### src/rtl/i2c_codec_responder.sv
`default_nettype none
// ============================================================================
// Module   : i2c_codec_responder
// Brief    : Write-only I2C target emulating the codec control port; decodes
//            3-byte writes into a 9-bit register file with ACK/NACK handling.
// Revision : 1.0 - initial release
// ============================================================================
module i2c_codec_responder #(
    parameter logic [6:0] DEV_ADDR = 7'h1A,
    parameter int         NUM_REGS = 16
) (
    input  logic       clock,
    input  logic       reset,
    input  logic       i2c_sclk,
    input  logic       i2c_sdat_in,
    output logic       i2c_sdat_oe,
    input  logic [3:0] rd_addr,
    output logic [8:0] rd_data,
    output logic       wr_valid,
    output logic [6:0] wr_addr,
    output logic [8:0] wr_data,
    output logic       busy,
    output logic       err
);

    typedef enum logic [2:0] {
        IDLE      = 3'd0,
        ADDR      = 3'd1,
        ACK1      = 3'd2,
        REGB      = 3'd3,
        ACK2      = 3'd4,
        DATB      = 3'd5,
        ACK3      = 3'd6,
        WAIT_STOP = 3'd7
    } state_t;

    localparam logic [7:0] c_wr_byte   = {DEV_ADDR, 1'b0};
    localparam logic [7:0] c_store_lim = (NUM_REGS < 16) ? 8'(NUM_REGS) : 8'd16;
    localparam logic [6:0] c_reset_reg = 7'h0F;

    state_t      r_state, w_state_nx;
    logic [2:0]  r_scl_sync, r_sda_sync;
    logic [3:0]  r_cnt, w_cnt_nx;
    logic [7:0]  r_shift, w_shift_nx;
    logic [6:0]  r_addr;
    logic        r_d8;
    logic        r_oe, w_oe_nx;
    logic        r_busy, w_busy_nx;
    logic        r_err, w_err_nx;
    logic        r_wr_valid;
    logic [6:0]  r_wr_addr;
    logic [8:0]  r_wr_data;
    logic [8:0]  r_regs [16];
    logic        w_latch_reg, w_commit;
    logic        w_scl_rise, w_scl_fall, w_start, w_stop;

    // Stage 2 is the settled level, stage 3 the previous one for edge detection.
    assign w_scl_rise = r_scl_sync[1] & ~r_scl_sync[2];
    assign w_scl_fall = ~r_scl_sync[1] & r_scl_sync[2];
    assign w_start    = r_scl_sync[1] & r_scl_sync[2] & ~r_sda_sync[1] & r_sda_sync[2];
    assign w_stop     = r_scl_sync[1] & r_scl_sync[2] & r_sda_sync[1] & ~r_sda_sync[2];

    always_comb begin
        w_state_nx  = r_state;
        w_cnt_nx    = r_cnt;
        w_shift_nx  = r_shift;
        w_oe_nx     = r_oe;
        w_busy_nx   = r_busy;
        w_err_nx    = 1'b0;
        w_latch_reg = 1'b0;
        w_commit    = 1'b0;
        if (w_start) begin
            w_state_nx = ADDR;
            w_cnt_nx   = 4'd0;
            w_busy_nx  = 1'b1;
            w_oe_nx    = 1'b0;
        end else if (w_stop) begin
            w_state_nx = IDLE;
            w_cnt_nx   = 4'd0;
            w_busy_nx  = 1'b0;
            w_oe_nx    = 1'b0;
        end else if (w_scl_rise) begin
            if ((r_state == ADDR || r_state == REGB || r_state == DATB) && r_cnt < 4'd8) begin
                w_shift_nx = {r_shift[6:0], r_sda_sync[1]};
                w_cnt_nx   = r_cnt + 4'd1;
            end
        end else if (w_scl_fall) begin
            case (r_state)
                ADDR: if (r_cnt == 4'd8) begin
                    w_cnt_nx = 4'd0;
                    if (r_shift == c_wr_byte) begin
                        w_state_nx = ACK1;
                        w_oe_nx    = 1'b1;
                    end else begin
                        w_state_nx = WAIT_STOP;
                        w_err_nx   = 1'b1;
                    end
                end
                ACK1: begin
                    w_state_nx = REGB;
                    w_oe_nx    = 1'b0;
                end
                REGB: if (r_cnt == 4'd8) begin
                    w_cnt_nx    = 4'd0;
                    w_latch_reg = 1'b1;
                    w_state_nx  = ACK2;
                    w_oe_nx     = 1'b1;
                end
                ACK2: begin
                    w_state_nx = DATB;
                    w_oe_nx    = 1'b0;
                end
                DATB: if (r_cnt == 4'd8) begin
                    w_cnt_nx   = 4'd0;
                    w_commit   = 1'b1;
                    w_state_nx = ACK3;
                    w_oe_nx    = 1'b1;
                end
                ACK3: begin
                    w_state_nx = WAIT_STOP;
                    w_oe_nx    = 1'b0;
                end
                default: ;
            endcase
        end
    end

    always_ff @(posedge clock) begin
        if (reset) begin
            r_state    <= IDLE;
            r_scl_sync <= 3'b111;
            r_sda_sync <= 3'b111;
            r_cnt      <= 4'd0;
            r_shift    <= 8'd0;
            r_addr     <= 7'd0;
            r_d8       <= 1'b0;
            r_oe       <= 1'b0;
            r_busy     <= 1'b0;
            r_err      <= 1'b0;
            r_wr_valid <= 1'b0;
            r_wr_addr  <= 7'd0;
            r_wr_data  <= 9'd0;
            for (int i = 0; i < 16; i++) r_regs[i] <= 9'd0;
        end else begin
            r_state    <= w_state_nx;
            r_scl_sync <= {r_scl_sync[1:0], i2c_sclk};
            r_sda_sync <= {r_sda_sync[1:0], i2c_sdat_in};
            r_cnt      <= w_cnt_nx;
            r_shift    <= w_shift_nx;
            r_oe       <= w_oe_nx;
            r_busy     <= w_busy_nx;
            r_err      <= w_err_nx;
            r_wr_valid <= w_commit;
            if (w_latch_reg) begin
                r_addr <= r_shift[7:1];
                r_d8   <= r_shift[0];
            end
            if (w_commit) begin
                r_wr_addr <= r_addr;
                r_wr_data <= {r_d8, r_shift};
                // Writing the codec reset register wipes the whole file.
                if (r_addr == c_reset_reg) begin
                    for (int i = 0; i < 16; i++) r_regs[i] <= 9'd0;
                end else if ({1'b0, r_addr} < c_store_lim) begin
                    r_regs[r_addr[3:0]] <= {r_d8, r_shift};
                end
            end
        end
    end

    assign i2c_sdat_oe = r_oe;
    assign busy        = r_busy;
    assign err         = r_err;
    assign wr_valid    = r_wr_valid;
    assign wr_addr     = r_wr_addr;
    assign wr_data     = r_wr_data;
    assign rd_data     = r_regs[rd_addr];

endmodule
`default_nettype wire

### config.mk
export PLATFORM = sky130hd
export DESIGN_NAME = i2c_codec_responder
export DESIGN_NICKNAME = d
export VERILOG_FILES = /design/src/rtl/i2c_codec_responder.sv
export SDC_FILE = /design/constraint.sdc
export NUM_CORES = 1
export LEC_CHECK = 0
export ABC_CLOCK_PERIOD_IN_PS = 3600
export BUFFER_PORTS_ARGS = -buffer_cell sky130_fd_sc_hd__buf_2
export CORE_MARGIN = 5
export CORE_UTILIZATION = 55
export CTS_BUF_LIST = sky130_fd_sc_hd__clkbuf_16
export CTS_CLUSTER_DIAMETER = 200
export DETAILED_ROUTE_END_ITERATION = 12
export PLACE_DENSITY = 0.76
export SYNTH_ARGS = -nofsm -noshare
export SYNTH_HDL_FRONTEND = slang
export SYNTH_SLANG_ARGS = --single-unit
### constraint.sdc
create_clock -name clock -period 3.6 [get_ports clock]
set_clock_uncertainty 0.05 [all_clocks]
set_input_delay 0.18 -clock clock [delete_from_list [all_inputs] [get_ports clock]]
set_output_delay 0.18 -clock clock [all_outputs]
set_load 0.01 [all_outputs]
==> qor.yml, run 1 <==
status: "completed"
fin_hold_ws_ns: 0.137
yosysTopAreaCellShare_pct: 50.8
syn_area_um2: 8520
synth_seq_cells: 193
design_power_total_mw: 4.74
period_share_pct: 79.1
diodes: 0
coreArea_um2: 15200
drc: 0
synth_area_leader_cell: "edfxtp_1"
drt-total-wl_um: 18700
hold_path_startpoint: "reset"
p_per_area_nw_per_um2: 494
cap_violations: 0
clkSinkCount: 193
cts_max_path_buffers: 2
rr_startpoint: "r_scl_sync[2]"
hold_depth: 2
final_common_cell: "edfxtp_1"
end_kind: "flip-flop"
cp_data_required_time_ns: 3.64
yosysWarnings: 0
hold_path_class: "primary input to flip-flop"
die_h_um: 134
grtUsageTotal_pct: 21.6
fill_cells: 1117
layout.cells.most_common_list: "edfxtp_1, nor2_1, and2_1, dfxtp_1, mux4_2"
dp_hpwl_um: 13000
antenna_found_initial: 0
cts.repair.resized: 0
clock_latency_ns: 0.44
tns_ns: 0
yosysSeqAreaShare_pct: 62.3
wire_per_inst_um: 21.4
dieArea_um2: 18100
ant_nets: 0
postCtsHoldBufs: 2
setup_violations: 0
numCtsBuffers: 17
synthFlopType: "edfxtp_1"
rsz0062_at_grt: "no"
cts-htree-levels: 4
nets: 690
crit_type: "flip-flop to flip-flop"
synth-async-reset-ratio_pct: 0
drive_above_1_share_pct: 22.3
path_clk_slew_ns: 0.07
ys_types: 62
p_leak_nw: 3.34
crit_start: "r_scl_sync[2]"
grt_pass1_wl_um: 29100
io_buffers: 36
synth_top_cells_by_area: "edfxtp_1, mux4_2, dfxtp_1"
vdd_drop_max_mv: 0.331
drt_iter0_markers: 697
synthToLayoutAreaGrowth_pct: 12.6
slew_headroom_pct: 39.3
first_global_vias: 5044
io_pins: 37
cp.arrival_ns: 2.89
cts_tree: "yes"
avgSynthCellArea_um2: 13.5
cts_setup_buffers: 0
num_rows: 45
max_freq_mhz: 351
min_period_ns: 2.85
slew_viol_final: 0
gp_congestion: 0.891
grt_overflow: 0
start_util_pct: 56.0
cts_root_buffer: "clkbuf_16"
vias: 5298
final-hold-violation-count: 0
tightestPinTransition_ns: 0.908
via_per_inst: 6.03
drt-pass1-iter-count: 7
worstPathMaxFanout: 10
synthCells: 632
fp.dieW_um: 134
synth_edf_count: 144
setup.worst_path.start_class: "flip-flop"
grt_max_degree: 37
r2r_cells: 6
[synthesized netlist by cell type (5+ instances only)]
cell type	instances
clkbuf_1	29
nor2_1	115
nand2b_1	9
buf_2	8
and2_1	64
edfxtp_1	144
ha_1	5
mux4_2	45
dfxtp_1	49
o21ai_0	7
a21oi_1	19
mux2i_1	18
inv_1	11
nor3_1	6
nand2_1	38
[state kept, by name, summed over array words and instances, names as in the netlist]
register / flops
r_regs: 144
wr_data: 9
r_addr: 7
err: 1
busy: 1
r_shift: 8
r_sda_sync: 3
r_state: 3
wr_valid: 1
wr_addr: 7
i2c_sdat_oe: 1
r_cnt: 4
r_d8: 1
r_scl_sync: 3
[path summary, 6_finish.rpt]
path                         to  slack (ns)
hold / removal        r_addr[6]        0.14
setup / recovery   r_regs[9][1]        0.75
setup reg to reg   r_regs[9][1]        0.75
hold reg to reg   r_scl_sync[1]        0.36
[final cells by class]
type                            instances  area, um^2  share of cell area, %
Multi-Input combinational cell        393        3010                   31.4
Tap cell                              188         235                   2.45
Clock buffer                           21         526                   5.48
Inverter                               12        45.0                  0.470
Timing Repair Buffer                   60         365                   3.81
Sequential cell                       193        5310                   55.3
Clock inverter                         11         109                   1.13
[power by group]
| group | switching (mW) | internal [mW] |
|---|---|---|
| combinational | 0.137 | 0.123 |
| clock | 0.835 | 1.13 |
| sequential | 0.0359 | 2.47 |
[logic make-up after synthesis]
| logic type | synth area share, % |
|---|---|
| AND/OR/NAND/NOR | 15.4 |
| AO/OA/AOI/OAI | 4.38 |
| flip-flops | 62.3 |
| XOR/XNOR | 0.397 |
| other | 0.0440 |
| adder cells (fa/ha/maj) | 0.734 |
| buffers and inverters | 2.76 |
| multiplexers | 14.0 |
[critical path, cell delays in order, from the launching register on]
cell and delay, ns:
dfxtp_1 0.36, inv_1 0.05, ha_1 0.24, and4bb_2 0.35, o2111ai_2 0.30, nor3_1 0.69
nand2b_1 0.45
[metal layers]
layer  vias to the layer above  global-route usage [%]  routed length [um]
met3                        20                    4.28                1430
met1                      2649                    30.9                7790
met2                       255                    33.9                9230
met5                         -                       0                   0
li1                       2374                       -                   -
met4                         0                    6.56                 294
[through the flow]
step,setup slack (ns),utilization [%],cells,instance area (um^2)
2_1_floorplan,0.666,-,640,8550
3_3_place_gp,0.857,58.8,844,8940
3_5_place_dp,0.748,58.8,844,8940
4_1_cts,0.731,63.1,878,9590
5_1_grt,0.518,63.1,878,9590
6_report,0.753,63.1,878,9590
(Power assumes the default switching activity.)
==> run 2: changes to the inputs <==
--- a/config.mk
+++ b/config.mk
@@ -5,14 +5,15 @@
 export SDC_FILE = /design/constraint.sdc
 export NUM_CORES = 1
 export LEC_CHECK = 0
-export ABC_CLOCK_PERIOD_IN_PS = 3600
+export ABC_AREA = 1
+export ABC_CLOCK_PERIOD_IN_PS = 2560
 export BUFFER_PORTS_ARGS = -buffer_cell sky130_fd_sc_hd__buf_2
 export CORE_MARGIN = 5
 export CORE_UTILIZATION = 55
 export CTS_BUF_LIST = sky130_fd_sc_hd__clkbuf_16
 export CTS_CLUSTER_DIAMETER = 200
 export DETAILED_ROUTE_END_ITERATION = 12
-export PLACE_DENSITY = 0.76
+export PLACE_DENSITY = 0.79
 export SYNTH_ARGS = -nofsm -noshare
 export SYNTH_HDL_FRONTEND = slang
 export SYNTH_SLANG_ARGS = --single-unit
==> constraint.sdc (replaced) <==
create_clock -name clock -period 2.56 [get_ports clock]
set_clock_uncertainty 0.05 [all_clocks]
set_input_delay 0.128 -clock clock [delete_from_list [all_inputs] [get_ports clock]]
set_output_delay 0.128 -clock clock [all_outputs]
set_load 0.01 [all_outputs]
==> run 2 against run 1 <==
  * Wire length grew 8.1%
  * Cell area rose by 3.4%
  * Synthesized area rose by 2.7%
  * Critical path depth is 2 higher
  * Cell count is 37% higher
  * Core utilization decreased by 0.23 points
  * Sequential power rose by 40%
  * Count of clock-buffer cells in the layout fell by 1
  * Maximum frequency is 22% higher
  * Flip-flop and latch count unchanged
  * Critical endpoint is now r_regs[12][3]
  * Largest cell class unchanged
==> qor.yml, run 2 <==
rsz0062_at_grt: "no"  # unchanged
drt-pass1-iter-count: 5  # was 7
synthCells: 924  # was 632
cap_violations: 0  # unchanged
numCtsBuffers: 17  # unchanged
antenna_found_initial: 0  # unchanged
dieArea_um2: 18500  # was 18100 um^2
r2r_cells: 8  # was 6
synth-async-reset-ratio_pct: 0  # unchanged
design_power_total_mw: 6.42  # was 4.74 mW
cts_setup_buffers: 0  # unchanged
max_freq_mhz: 427  # was 351 MHz
yosysWarnings: 0  # unchanged
fill_cells: 1246  # was 1117
start_util_pct: 55.5  # was 56.0%
vdd_drop_max_mv: 0.468  # was 0.331 mV
yosysSeqAreaShare_pct: 60.6  # was 62.3%
synth_area_leader_cell: "edfxtp_1"  # unchanged
final-hold-violation-count: 0  # unchanged
postCtsHoldBufs: 5  # was 2
p_leak_nw: 3.92  # was 3.34 nW
seqCellArea_um2: 5310  # unchanged
period_share_pct: 91.4  # was 79.1%
cts_max_path_buffers: 2  # unchanged
hold_depth: 1  # was 2
cts.repair.resized: 0  # unchanged
largest_register_ff_count: 144  # unchanged
via_per_inst: 5.39  # was 6.03
fp.dieW_um: 136  # was 134 um
synth_edf_count: 144  # unchanged
setup_ws_ns: 0.221  # was 0.753 ns
cts-htree-levels: 4  # unchanged
grt_pass1_wl_um: 32600  # was 29100 um
hold_path_startpoint: "r_scl_sync[0]"  # was reset
p_per_area_nw_per_um2: 648  # was 494 nW/um^2
status: "completed"  # unchanged
cts_tree: "yes"  # unchanged
die_h_um: 136  # was 134 um
min_period_ns: 2.34  # was 2.85 ns
grtUsageTotal_pct: 23.2  # was 21.6%
post-place-ws_ns: 0.245  # was 0.748 ns
fin_hold_ws_ns: 0.368  # was 0.137 ns
clock_latency_ns: 0.43  # was 0.44 ns
layout.cells.most_common_list: "nor2_1, edfxtp_1, inv_1, nand2_1, o21ai_0"  # was edfxtp_1, nor2_1, and2_1, dfxtp_1, mux4_2
io_pins: 37  # unchanged
end_kind: "flip-flop"  # unchanged
grt_overflow: 0  # unchanged
synthToLayoutAreaGrowth_pct: 13.3  # was 12.6%
slew_viol_final: 0  # unchanged
coreArea_um2: 15800  # was 15200 um^2
avgSynthCellArea_um2: 9.47  # was 13.5 um^2
path_clk_slew_ns: 0.07  # about the same
tightestPinTransition_ns: 0.809  # was 0.908 ns
first_global_vias: 6228  # was 5044
drt_iter0_markers: 678  # was 697
ys_types: 29  # was 62
yosysMostFrequentCell: "nor2_1"  # was edfxtp_1
worstPathMaxFanout: 16  # was 10
multi_input_area_um2: 2840  # was 3010 um^2
cp_data_required_time_ns: 2.60  # was 3.64 ns
grt_max_degree: 65  # was 37
rr_startpoint: "r_scl_sync[2]"  # unchanged
ant_nets: 0  # unchanged
max_flop_register: "r_regs"  # unchanged
io_buffers: 36  # unchanged
crit_type: "flip-flop to flip-flop"  # unchanged
synthFlopType: "edfxtp_1"  # unchanged
tns_ns: 0  # unchanged
yosysTopAreaCellShare_pct: 49.4  # was 50.8%
cts_root_buffer: "clkbuf_16"  # unchanged
synth_seq_cells: 193  # unchanged
final_util_pct: 62.9  # was 63.1%
drive_above_1_share_pct: 11.8  # was 22.3%
drt-total-wl_um: 20300  # was 18700 um
setup.worst_path.start_class: "flip-flop"  # unchanged
syn_area_um2: 8750  # was 8520 um^2
synth_top_cells_by_area: "edfxtp_1, dfxtp_1, nor2_1"  # was edfxtp_1, mux4_2, dfxtp_1
rrSetupSlack_ns: 0.22  # was 0.75 ns
clkSinkCount: 193  # unchanged
cp.arrival_ns: 2.38  # was 2.89 ns
diodes: 0  # unchanged
dp_hpwl_um: 13500  # was 13000 um
drc: 0  # unchanged
final_common_cell: "nor2_1"  # was edfxtp_1
slew_headroom_pct: 46.0  # was 39.3%
setup_violations: 0  # unchanged
wire_per_inst_um: 16.8  # was 21.4 um
synthTopCellsByCount: "nor2_1, edfxtp_1, inv_1"  # was edfxtp_1, nor2_1, and2_1
nets: 987  # was 690
hold_end: "r_scl_sync[1]"  # was r_addr[6]
num_rows: 46  # was 45
vias: 6484  # was 5298
hold_path_class: "flip-flop to flip-flop"  # was primary input to flip-flop
r2r_end: "r_regs[12][3]"  # was r_regs[9][1]
gp_congestion: 0.933  # was 0.891
==> run 2: changes by cell type in the layout (fill, tap and decap cells not counted), sizes merged, moves of 59 or more <==
cell,previous run,this run
inv,18,117
nor2,115,206
nand2,39,105
and2,64,0
nand3,2,61
o21ai,10,69
==> run 2: final cells by class <==
class / count / area share [%]
Clock buffer: 20 / 5.05
Clock inverter: 12 / 0.631
Inverter: 116 / 4.39
Multi-Input combinational cell: 576 / 28.7
Sequential cell: 193 / 53.5
Tap cell: 216 / 2.73
Timing Repair Buffer: 70 / 5.05
==> run 2: worst max path at each step <==
stage                  start       endpoint  slack, ns
2_1_floorplan  r_scl_sync[2]   r_regs[9][0]       0.29
3_3_place_gp   r_scl_sync[2]  r_regs[14][8]       0.34
3_5_place_dp   r_scl_sync[2]  r_regs[12][3]       0.25
4_1_cts        r_scl_sync[2]  r_regs[12][3]       0.24
5_1_grt             r_cnt[0]   r_regs[1][6]       0.06
6_report       r_scl_sync[2]  r_regs[12][3]       0.22
==> run 2: power by group <==
| part | total [mW] | internal [mW] | switching [mW] |
|---|---|---|---|
| Clock | 2.50 | 1.40 | 1.10 |
| Sequential | 3.52 | 3.48 | 0.0401 |
| Combinational | 0.404 | 0.124 | 0.280 |
| Total | 6.42 | 5.00 | 1.42 |
==> run 2: through the flow <==
| step | instances | area (um^2) |
|---|---|---|
| after floorplan | 932 | 8780 |
| final | 1203 | 9920 |
| after global routing | 1203 | 9920 |
| after global placement | 1166 | 9300 |
| after detailed placement | 1166 | 9300 |
| after CTS | 1203 | 9920 |
==> run 2: kinds of logic after synthesis <==
family / synth area share (%)
AOI/OAI and AO/OA: 10.6
adders and majority gates: 0.715
and+or+nand+nor: 20.8
DFF: 60.6
buffers and inverters: 7.26
other: 0.0428
==> run 2: routing by layer <==
metal	up-vias	GRT usage, %	routed length [um]	part of all wire (%)
met5	-	0	0	0
met4	0	10.9	862	4.3
met3	58	4.55	1570	7.7
met2	281	37.1	9540	47
met1	2963	30.6	8290	41
li1	3182	-	-	-
==> run 2: worst max-delay path, stage by stage (launching register included) <==
cell and delay (ns):
dfxtp_1 0.37, inv_1 0.06, ha_1 0.22, nor2_1 0.14, nand2_1 0.17, nor3_4 0.23
buf_12 0.22, nand4_4 0.18, nand2_1 0.35
